===== config.mk =====
export PLATFORM = sky130hd
export DESIGN_NAME = mc_ctrl_fsm
export DESIGN_NICKNAME = d
export VERILOG_FILES = /design/src/rtl/mc_ctrl_pkg.sv /design/src/rtl/mc_ctrl_decode.sv /design/src/rtl/mc_ctrl_fsm.sv
export SDC_FILE = /design/constraint.sdc
export NUM_CORES = 1
export LEC_CHECK = 0
export CAP_MARGIN = 0
export CORE_ASPECT_RATIO = 2
export CORE_MARGIN = 3
export CORE_UTILIZATION = 25
export DETAILED_ROUTE_END_ITERATION = 8
export PLACE_DENSITY = 0.51
export SLEW_MARGIN = 20
export SYNTH_ARGS = -nofsm -noshare
export SYNTH_HDL_FRONTEND = slang
export SYNTH_HIERARCHICAL = 1
export SYNTH_SLANG_ARGS = --single-unit
export TNS_END_PERCENT = 100

===== constraint.sdc =====
create_clock -name clk -period 3.6 [get_ports clk]
set_clock_uncertainty 0.05 [all_clocks]
set_input_delay 0.54 -clock clk [delete_from_list [all_inputs] [get_ports clk]]
set_output_delay 0.54 -clock clk [all_outputs]
set_load 0.05 [all_outputs]

===== src/rtl/mc_ctrl_pkg.sv =====
// Shared definitions for the multicycle control unit: opcodes, FSM states,
// latched instruction kinds, branch condition codes and the control word.
package mc_ctrl_pkg;

  localparam logic [4:0] OP_ALU = 5'b00000;
  localparam logic [4:0] OP_LHI = 5'b00001;
  localparam logic [4:0] OP_LLI = 5'b00010;
  localparam logic [4:0] OP_LD  = 5'b00011;
  localparam logic [4:0] OP_ST  = 5'b00100;
  localparam logic [4:0] OP_BCC = 5'b00101;
  localparam logic [4:0] OP_JMP = 5'b00110;
  localparam logic [4:0] OP_HLT = 5'b11111;

  localparam logic [1:0] CC_Z  = 2'b00;
  localparam logic [1:0] CC_N  = 2'b01;
  localparam logic [1:0] CC_C  = 2'b10;
  localparam logic [1:0] CC_AL = 2'b11;

  typedef enum logic [2:0] {
    IDLE_STEP, FETCH, DECODE, EXEC, MEM, WB, HALT
  } state_t;

  // LHI and LLI drive identical strobes, so they share one kind.
  typedef enum logic [2:0] {
    K_ALU, K_LI, K_LD, K_ST, K_BCC, K_JMP, K_HLT, K_BAD
  } op_kind_t;

  typedef struct packed {
    logic       buff_pc;
    logic       buff_memins;
    logic       buff_psw;
    logic       we_mem;
    logic       we_rf;
    logic       mem_res;
    logic       rb_res;
    logic       wb_res;
    logic       pc1_or_wb;
    logic       oprand_b;
    logic       li;
    logic       li_or_mov;
    logic       alu_or_not;
    logic       alu_op;
    logic       flag;
    logic       branch;
    logic [1:0] jump;
  } ctrl_t;

  // nzc is {N,Z,C}.
  function automatic logic cond_met(input logic [1:0] cc, input logic [2:0] nzc);
    logic hit;
    case (cc)
      CC_Z:    hit = nzc[1];
      CC_N:    hit = nzc[2];
      CC_C:    hit = nzc[0];
      default: hit = 1'b1;
    endcase
    return hit;
  endfunction

endpackage


===== src/rtl/mc_ctrl_decode.sv =====
// Moore control-word decoder: state plus latched instruction kind (and, for
// BCC/JMP, the live condition select and flags) map to the datapath strobes.
module mc_ctrl_decode
  import mc_ctrl_pkg::*;
(
  input  state_t     state,
  input  op_kind_t   kind,
  input  logic [1:0] alu_sel,
  input  logic [2:0] nzc,
  output ctrl_t      ctrl
);

  always_comb begin
    ctrl = '0;
    unique case (state)
      FETCH: ctrl.buff_memins = 1'b1;
      EXEC: begin
        case (kind)
          K_ALU: begin
            ctrl.buff_psw   = 1'b1;
            ctrl.alu_or_not = 1'b1;
            ctrl.flag       = 1'b1;
          end
          K_LI: begin
            ctrl.li         = 1'b1;
            ctrl.alu_or_not = 1'b1;
            ctrl.flag       = 1'b1;
          end
          K_BCC: begin
            ctrl.buff_pc = 1'b1;
            ctrl.branch  = cond_met(alu_sel, nzc);
          end
          K_JMP: begin
            ctrl.buff_pc = 1'b1;
            ctrl.jump    = (alu_sel == 2'b00) ? 2'b01 : alu_sel;
          end
          default: ;
        endcase
      end
      MEM: begin
        if (kind == K_LD) begin
          ctrl.mem_res = 1'b1;
        end else if (kind == K_ST) begin
          ctrl.we_mem  = 1'b1;
          ctrl.rb_res  = 1'b1;
          ctrl.buff_pc = 1'b1;
        end
      end
      WB: begin
        ctrl.we_rf     = 1'b1;
        ctrl.buff_pc   = 1'b1;
        ctrl.wb_res    = (kind == K_LD);
        ctrl.li_or_mov = (kind == K_LI);
      end
      default: ;
    endcase
  end

endmodule


===== src/rtl/mc_ctrl_fsm.sv =====
// Multicycle control FSM: sequences FETCH/DECODE/EXEC/MEM/WB, traps HLT and
// undefined opcodes, optionally single-steps, and counts retired instructions.
module mc_ctrl_fsm
  import mc_ctrl_pkg::*;
#(
  parameter int OPC_W   = 5,
  parameter int CNT_W   = 16,
  parameter bit STEP_EN = 1'b0
) (
  input  logic             clk,
  input  logic             Rst,
  input  logic [OPC_W-1:0] opcode,
  input  logic [1:0]       ALUopcode,
  input  logic [2:0]       PSW_NZC,
  input  logic             step,
  output logic             Buff_PC,
  output logic             Buff_MEMIns,
  output logic             Buff_PSW,
  output logic             WE_MEM,
  output logic             WE_RF,
  output logic             MEMresource,
  output logic             RBresource,
  output logic             WBresource,
  output logic             PCplus1orWB,
  output logic             oprandB,
  output logic             LI,
  output logic             LIorMOV,
  output logic             ALUorNot,
  output logic             ALUop,
  output logic             Flag,
  output logic             Branch,
  output logic [1:0]       Jump,
  output logic             halted,
  output logic             illegal,
  output logic [CNT_W-1:0] instr_cnt,
  output state_t           fsm_state
);

  localparam state_t RETIRE_TO = STEP_EN ? IDLE_STEP : FETCH;

  state_t           state, state_nxt;
  op_kind_t         kind_q, kind_now;
  ctrl_t            ctrl_raw, ctrl;
  logic             illegal_q;
  logic [CNT_W-1:0] cnt_q;

  always_comb begin
    case (opcode)
      OPC_W'(OP_ALU): kind_now = K_ALU;
      OPC_W'(OP_LHI): kind_now = K_LI;
      OPC_W'(OP_LLI): kind_now = K_LI;
      OPC_W'(OP_LD):  kind_now = K_LD;
      OPC_W'(OP_ST):  kind_now = K_ST;
      OPC_W'(OP_BCC): kind_now = K_BCC;
      OPC_W'(OP_JMP): kind_now = K_JMP;
      OPC_W'(OP_HLT): kind_now = K_HLT;
      default:        kind_now = K_BAD;
    endcase
  end

  always_comb begin
    state_nxt = state;
    unique case (state)
      IDLE_STEP: if (step) state_nxt = FETCH;
      FETCH:     state_nxt = DECODE;
      DECODE:    state_nxt = (kind_now == K_HLT || kind_now == K_BAD) ? HALT : EXEC;
      EXEC: begin
        case (kind_q)
          K_ALU, K_LI: state_nxt = WB;
          K_LD, K_ST:  state_nxt = MEM;
          default:     state_nxt = RETIRE_TO;
        endcase
      end
      MEM:     state_nxt = (kind_q == K_LD) ? WB : RETIRE_TO;
      WB:      state_nxt = RETIRE_TO;
      HALT:    state_nxt = HALT;
      default: state_nxt = FETCH;
    endcase
  end

  always_ff @(posedge clk) begin
    if (Rst) begin
      state     <= RETIRE_TO;
      kind_q    <= K_ALU;
      illegal_q <= 1'b0;
      cnt_q     <= '0;
    end else begin
      state <= state_nxt;
      if (state == DECODE) begin
        kind_q <= kind_now;
        if (kind_now == K_BAD) illegal_q <= 1'b1;
      end
      if (ctrl.buff_pc && cnt_q != '1) cnt_q <= cnt_q + CNT_W'(1);
    end
  end

  mc_ctrl_decode u_decode (
    .state   (state),
    .kind    (kind_q),
    .alu_sel (ALUopcode),
    .nzc     (PSW_NZC),
    .ctrl    (ctrl_raw)
  );

  // Gating with Rst makes an abandoned instruction write nothing in the reset cycle.
  assign ctrl = Rst ? '0 : ctrl_raw;

  assign Buff_PC     = ctrl.buff_pc;
  assign Buff_MEMIns = ctrl.buff_memins;
  assign Buff_PSW    = ctrl.buff_psw;
  assign WE_MEM      = ctrl.we_mem;
  assign WE_RF       = ctrl.we_rf;
  assign MEMresource = ctrl.mem_res;
  assign RBresource  = ctrl.rb_res;
  assign WBresource  = ctrl.wb_res;
  assign PCplus1orWB = ctrl.pc1_or_wb;
  assign oprandB     = ctrl.oprand_b;
  assign LI          = ctrl.li;
  assign LIorMOV     = ctrl.li_or_mov;
  assign ALUorNot    = ctrl.alu_or_not;
  assign ALUop       = ctrl.alu_op;
  assign Flag        = ctrl.flag;
  assign Branch      = ctrl.branch;
  assign Jump        = ctrl.jump;
  assign halted      = (state == HALT);
  assign illegal     = illegal_q;
  assign instr_cnt   = cnt_q;
  assign fsm_state   = state;

endmodule


---- Word-level counts from Yosys, hierarchy flattened ----
Memory sizes are Yosys's and may differ from the RTL's.
Index checks and enable logic that the tools add are counted.
Widths: inputs -> output; s select.
operators by class
  add/sub/neg operators ................... 1
  equality and inequality tests ........... 17
  multiplexer cells ....................... 28
  reductions and logical operators ........ 9
operator list
  cell                   number
  $eq 3x3->1 const B     7
  $mux 18                1
  $pmux 3 s6             1
  $add 16x1->16 const B  1
  $mux 1                 16
  $ne 16x16->1 const B   1
  $eq 3x2->1 const B     4
  $mux 3                 3
  $eq 3x1->1 const B     2
  $logic_not 3->1        2
  $mux 2                 3
  $pmux 1 s3             2
  $pmux 3 s2             1
  $reduce_or 2->1        3
  $mux 4                 1
  $eq 2x1->1 const B     1
  $eq 2x2->1 const B     1
  $logic_not 2->1        1
  $ne 2x2->1 const B     1
  $reduce_and 2->1       1
  $logic_and 1x1->1      1
  $logic_or 1x1->1       1
storage, ports and cells
  flip-flop bits (word level) ............. 23
  memory bits (read-only) ................. 96
  input port bits ......................... 13
  word-level logic and storage cells ...... 60
  memories kept ........................... 1
memories
  name             depth  bits a word  read ports  clocked after memory_dff  write ports  RTL line           text
  (no name shown)  32     3            1           0                         0            mc_ctrl_fsm.sv:48  case (opcode)

---- Depth between registers and ports, before layout ----
  depth in word-level cells ............... 6
  gate-level depth with buffers ........... 8
  gate-level depth less buffers ........... 7

---- Cells and area by module ----
The synthesis kept the hierarchy.
by module, submodules not included
  module          instances  cells an instance  area each (um^2)
  mc_ctrl_fsm     1          164                1,317.5
  mc_ctrl_decode  1          29                 200.2

---- Worst setup path after synthesis ----
OpenSTA, ideal clock, no wires.
  path kind ............................... flip-flop to flip-flop
  start ................................... reg state[2], in the netlist fsm_state[2]
  end ..................................... reg cnt_q[15], in the netlist instr_cnt[15]
  library setup time ...................... 0.070 ns
  arrival time ............................ 2.721 ns
  data required time ...................... 3.480 ns
  slack ................................... 0.759 ns
  stages on the path, launching flop included .. 9
  buffers on the path ..................... 1
  cell sequence ........................... dfxtp_1 nor4b_1 and3_1 nand3b_1 nand3b_1 or4_1 buf_2 or4_1 a21oi_1
RTL lines
  element                   RTL line           text
  start: declaration        mc_ctrl_fsm.sv:41  state_t state, state_nxt;
  start signal: assignment  mc_ctrl_fsm.sv:88  state <= state_nxt;
  end signal: assignment    mc_ctrl_fsm.sv:93  if (ctrl.buff_pc && cnt_q != '1) cnt_q <= cnt_q + CNT_W'(1);
  end: declaration          mc_ctrl_fsm.sv:45  logic [CNT_W-1:0] cnt_q;

==> run metrics <==
hold endpoint=illegal$_SDFFE_PP0P_; mux contribution to synthesized area=~1.4%; vias in the first global route=roughly 1500; Final period util=between 70% and 80%; share of the synthesized area in the top cell type=roughly 30%; drt total wl=approximately 4400 µm; VDD IR max=approximately 0.26 mV; final setup margin=just over 0.8 ns; Synth Area in Simple Gates=~36%; setup TNS=0 ns; die area=about 7000 µm²; worst relative slew slack=between 30% and 40%; ys flop type=dfxtp_1; Vias=between 1500 and 2000; IO Pins=52; worst skew pair latency=approximately 0.26 ns; Cells after DPL=about 300; sequential area share after synthesis=a little under a third; launch point of the worst path=fsm_state[2]$_SDFFE_PP0P_; crit path kind=flip-flop to flip-flop; Post-Syn Area per Cell=7.86 µm²; Leak=between 0.7 and 0.8 nW; largest fanout on the critical path=12; Initial DRC Count=48; Synth Warn #=6; final critical-path required period=around 2.8 ns; Power, Total=about 0.93 mW; Die Width=between 60 and 70 µm; Ant. Diodes=0; required time worst endpoint=3.74 ns; largest net degree at the start of global routing=43; # DRC=0; asr flop ratio synth=0%; GRT Util Overall=between 10% and 20%; Syn Inst Count=just under 200; Routability Congestion=0.723; Critical Path Sink Type=flip-flop; area leader, netlist=dfxtp_1; Hold Crit Depth=2; CTS clock-pin slew for the worst setup and hold paths=0.06 ns; Initial Utilization=between 20% and 30%; hold_sp=illegal$_SDFFE_PP0P_; # fillers=612; maxcap violations=0; largest family of logic cells by synthesized area=simple AND/OR/NAND/NOR gates; Worst Hold Class=flip-flop to flip-flop; Max Freq=0.359 GHz; RR Startpoint=fsm_state[2]$_SDFFE_PP0P_; FF+latch count, synth=23; vias per cell=between 5 and 6; setup repair after global routing missed its margin=no; final hold vios=0; H-tree levels=1; Overflow after GRT=0; R2R cell count=7; compound-gate portion of the synthesized area=about a fifth; commonest cells in the netlist=dfxtp_1, nor2b_1, a21oi_1; Port-buffer cells=48; Area Overhead vs Synth=36.7%; RR Endpoint=instr_cnt[15]$_SDFFE_PP0P_; xor/xnor share of the synthesized area=0%; Layout Cells excl Fill=between 200 and 300; Worst Max-Slew Pin Slew=between 0.9 and 1 ns; setup violators final=0; first-pass GRT wire length=approximately 7200 µm; postcts setup bufs=0; post-synth cell types=43; worst path arrival time=2.93 ns; core area=5810 µm²; # nets final=roughly 260; status=completed; Hold Buf Count CTS=0; setup slack at placement=0.870 ns; initial antenna violation count=0; routed len/inst=14.9 µm; drt pass-1 iters=4; TritonCTS buffer count=3; Synth Area in Adders=between 4 and 5%; CTS Buffer Depth=2; Rows=39; largest cells by area after synthesis=dfxtp_1, nor2b_1, a21oi_1; r2r setup slk=0.81 ns; EDFF count, synth=0; Antenna Nets Post-Route=0; Clock Sinks=23; area of the mapped netlist=between 1500 and 2000 µm²; top-count cell post-synth=dfxtp_1; pwr dens=between 400 and 500 nW/µm²; crit path launch type=flip-flop; Root Buffer=clkbuf_16; hpwl dp=between 3000 and 4000 µm; max-slew violations=0; cts repair resizes=0; fraction of layout cells with a size suffix above 1=a little over a tenth; CTS tree=yes; Chip Height=approximately 120 µm
[sequential cells by signal, summed over array words and instances, names as in the netlist]
name and flops:
illegal 1, fsm_state 3, instr_cnt 16, kind_q 3
[through the flow]
stage	hold WS [ns]	instance area, µm²	util [%]
6_report	0.435	2070	35.7
5_1_grt	0.501	2070	35.7
4_1_cts	0.454	2070	35.7
3_5_place_dp	0.432	1990	34.3
3_3_place_gp	0.437	1990	34.3
2_1_floorplan	0.470	1530	-
[cell usage in the layout (no fill, tap or decap), types with 2 or more instances in the layout]
cell and n:
or4_1 8, o21ai_0 8, and3_1 2, o31ai_1 8
nor3_1 3, nor2_1 13, nor4b_1 3, buf_4 17
o311ai_0 2, nand3b_1 3, nand3_1 7, conb_1 3
o41ai_1 2, a21oi_1 14, nor3b_1 2, clkbuf_16 3
nor2b_1 20, a41oi_1 3, or3_1 5, inv_1 12
ha_1 5, nand2_1 12, dfxtp_1 23, nand4_1 3
a311oi_1 3, nand2b_1 3, clkdlybuf4s50_1 33
[routing by layer]
layer / share of wire (%) / global-route usage (%) / vias up
li1: - / - / 793
met1: 38 / 13.4 / 703
met2: 57 / 25.8 / 38
met3: 3.2 / 1.33 / 8
met4: 2.3 / 5.35 / 0
met5: 0 / 0 / -
[worst max-delay path by stage]
stage / endpoint / cells past startpoint / slack, ns
floorplan: instr_cnt[15]$_SDFFE_PP0P_ / 8 / 0.76
finish: instr_cnt[15]$_SDFFE_PP0P_ / 7 / 0.81
CTS: instr_cnt[15]$_SDFFE_PP0P_ / 7 / 0.87
global route: instr_cnt[15]$_SDFFE_PP0P_ / 7 / 0.62
global placement: instr_cnt[15]$_SDFFE_PP0P_ / 7 / 0.95
detailed placement: instr_cnt[15]$_SDFFE_PP0P_ / 7 / 0.87
[cells by family (layout without fill, tap and decap cells)]
logic type,count (synthesis),after routing
other,1,3
and+or+nand+nor,92,92
buffers and inverters,24,66
DFF,23,23
muxes,2,2
adders and majority gates,5,5
AOI/OAI and AO/OA,46,46
[worst max-delay path, cell delays in order (launching register included)]
cell and delay [ns]:
dfxtp_1 0.52, nor4b_1 0.34, and3_1 0.24, nand3b_1 0.21, nand3b_1 0.11, or4_1 0.60
or4_1 0.51, a21oi_1 0.14
[area by class of cell]
type | count | area (µm²) | area share (%)
multi-input cells | 148 | 955 | 46.0
flip-flops and latches | 23 | 460 | 22.2
repair buffers | 50 | 458 | 22.1
well taps | 61 | 76.3 | 3.68
clock buffers | 3 | 75.1 | 3.62
inverters | 12 | 45.0 | 2.17
clock inverters | 1 | 5.00 | 0.241
[power by group]
| part | leakage [nW] | internal (mW) | switching (mW) |
|---|---|---|---|
| combinational | 0.514 | 0.130 | 0.220 |
| clock | 0.0409 | 0.150 | 0.0982 |
| sequential | 0.187 | 0.280 | 0.0556 |
| total | 0.741 | 0.559 | 0.374 |
Power figures use the tool's default switching activity.
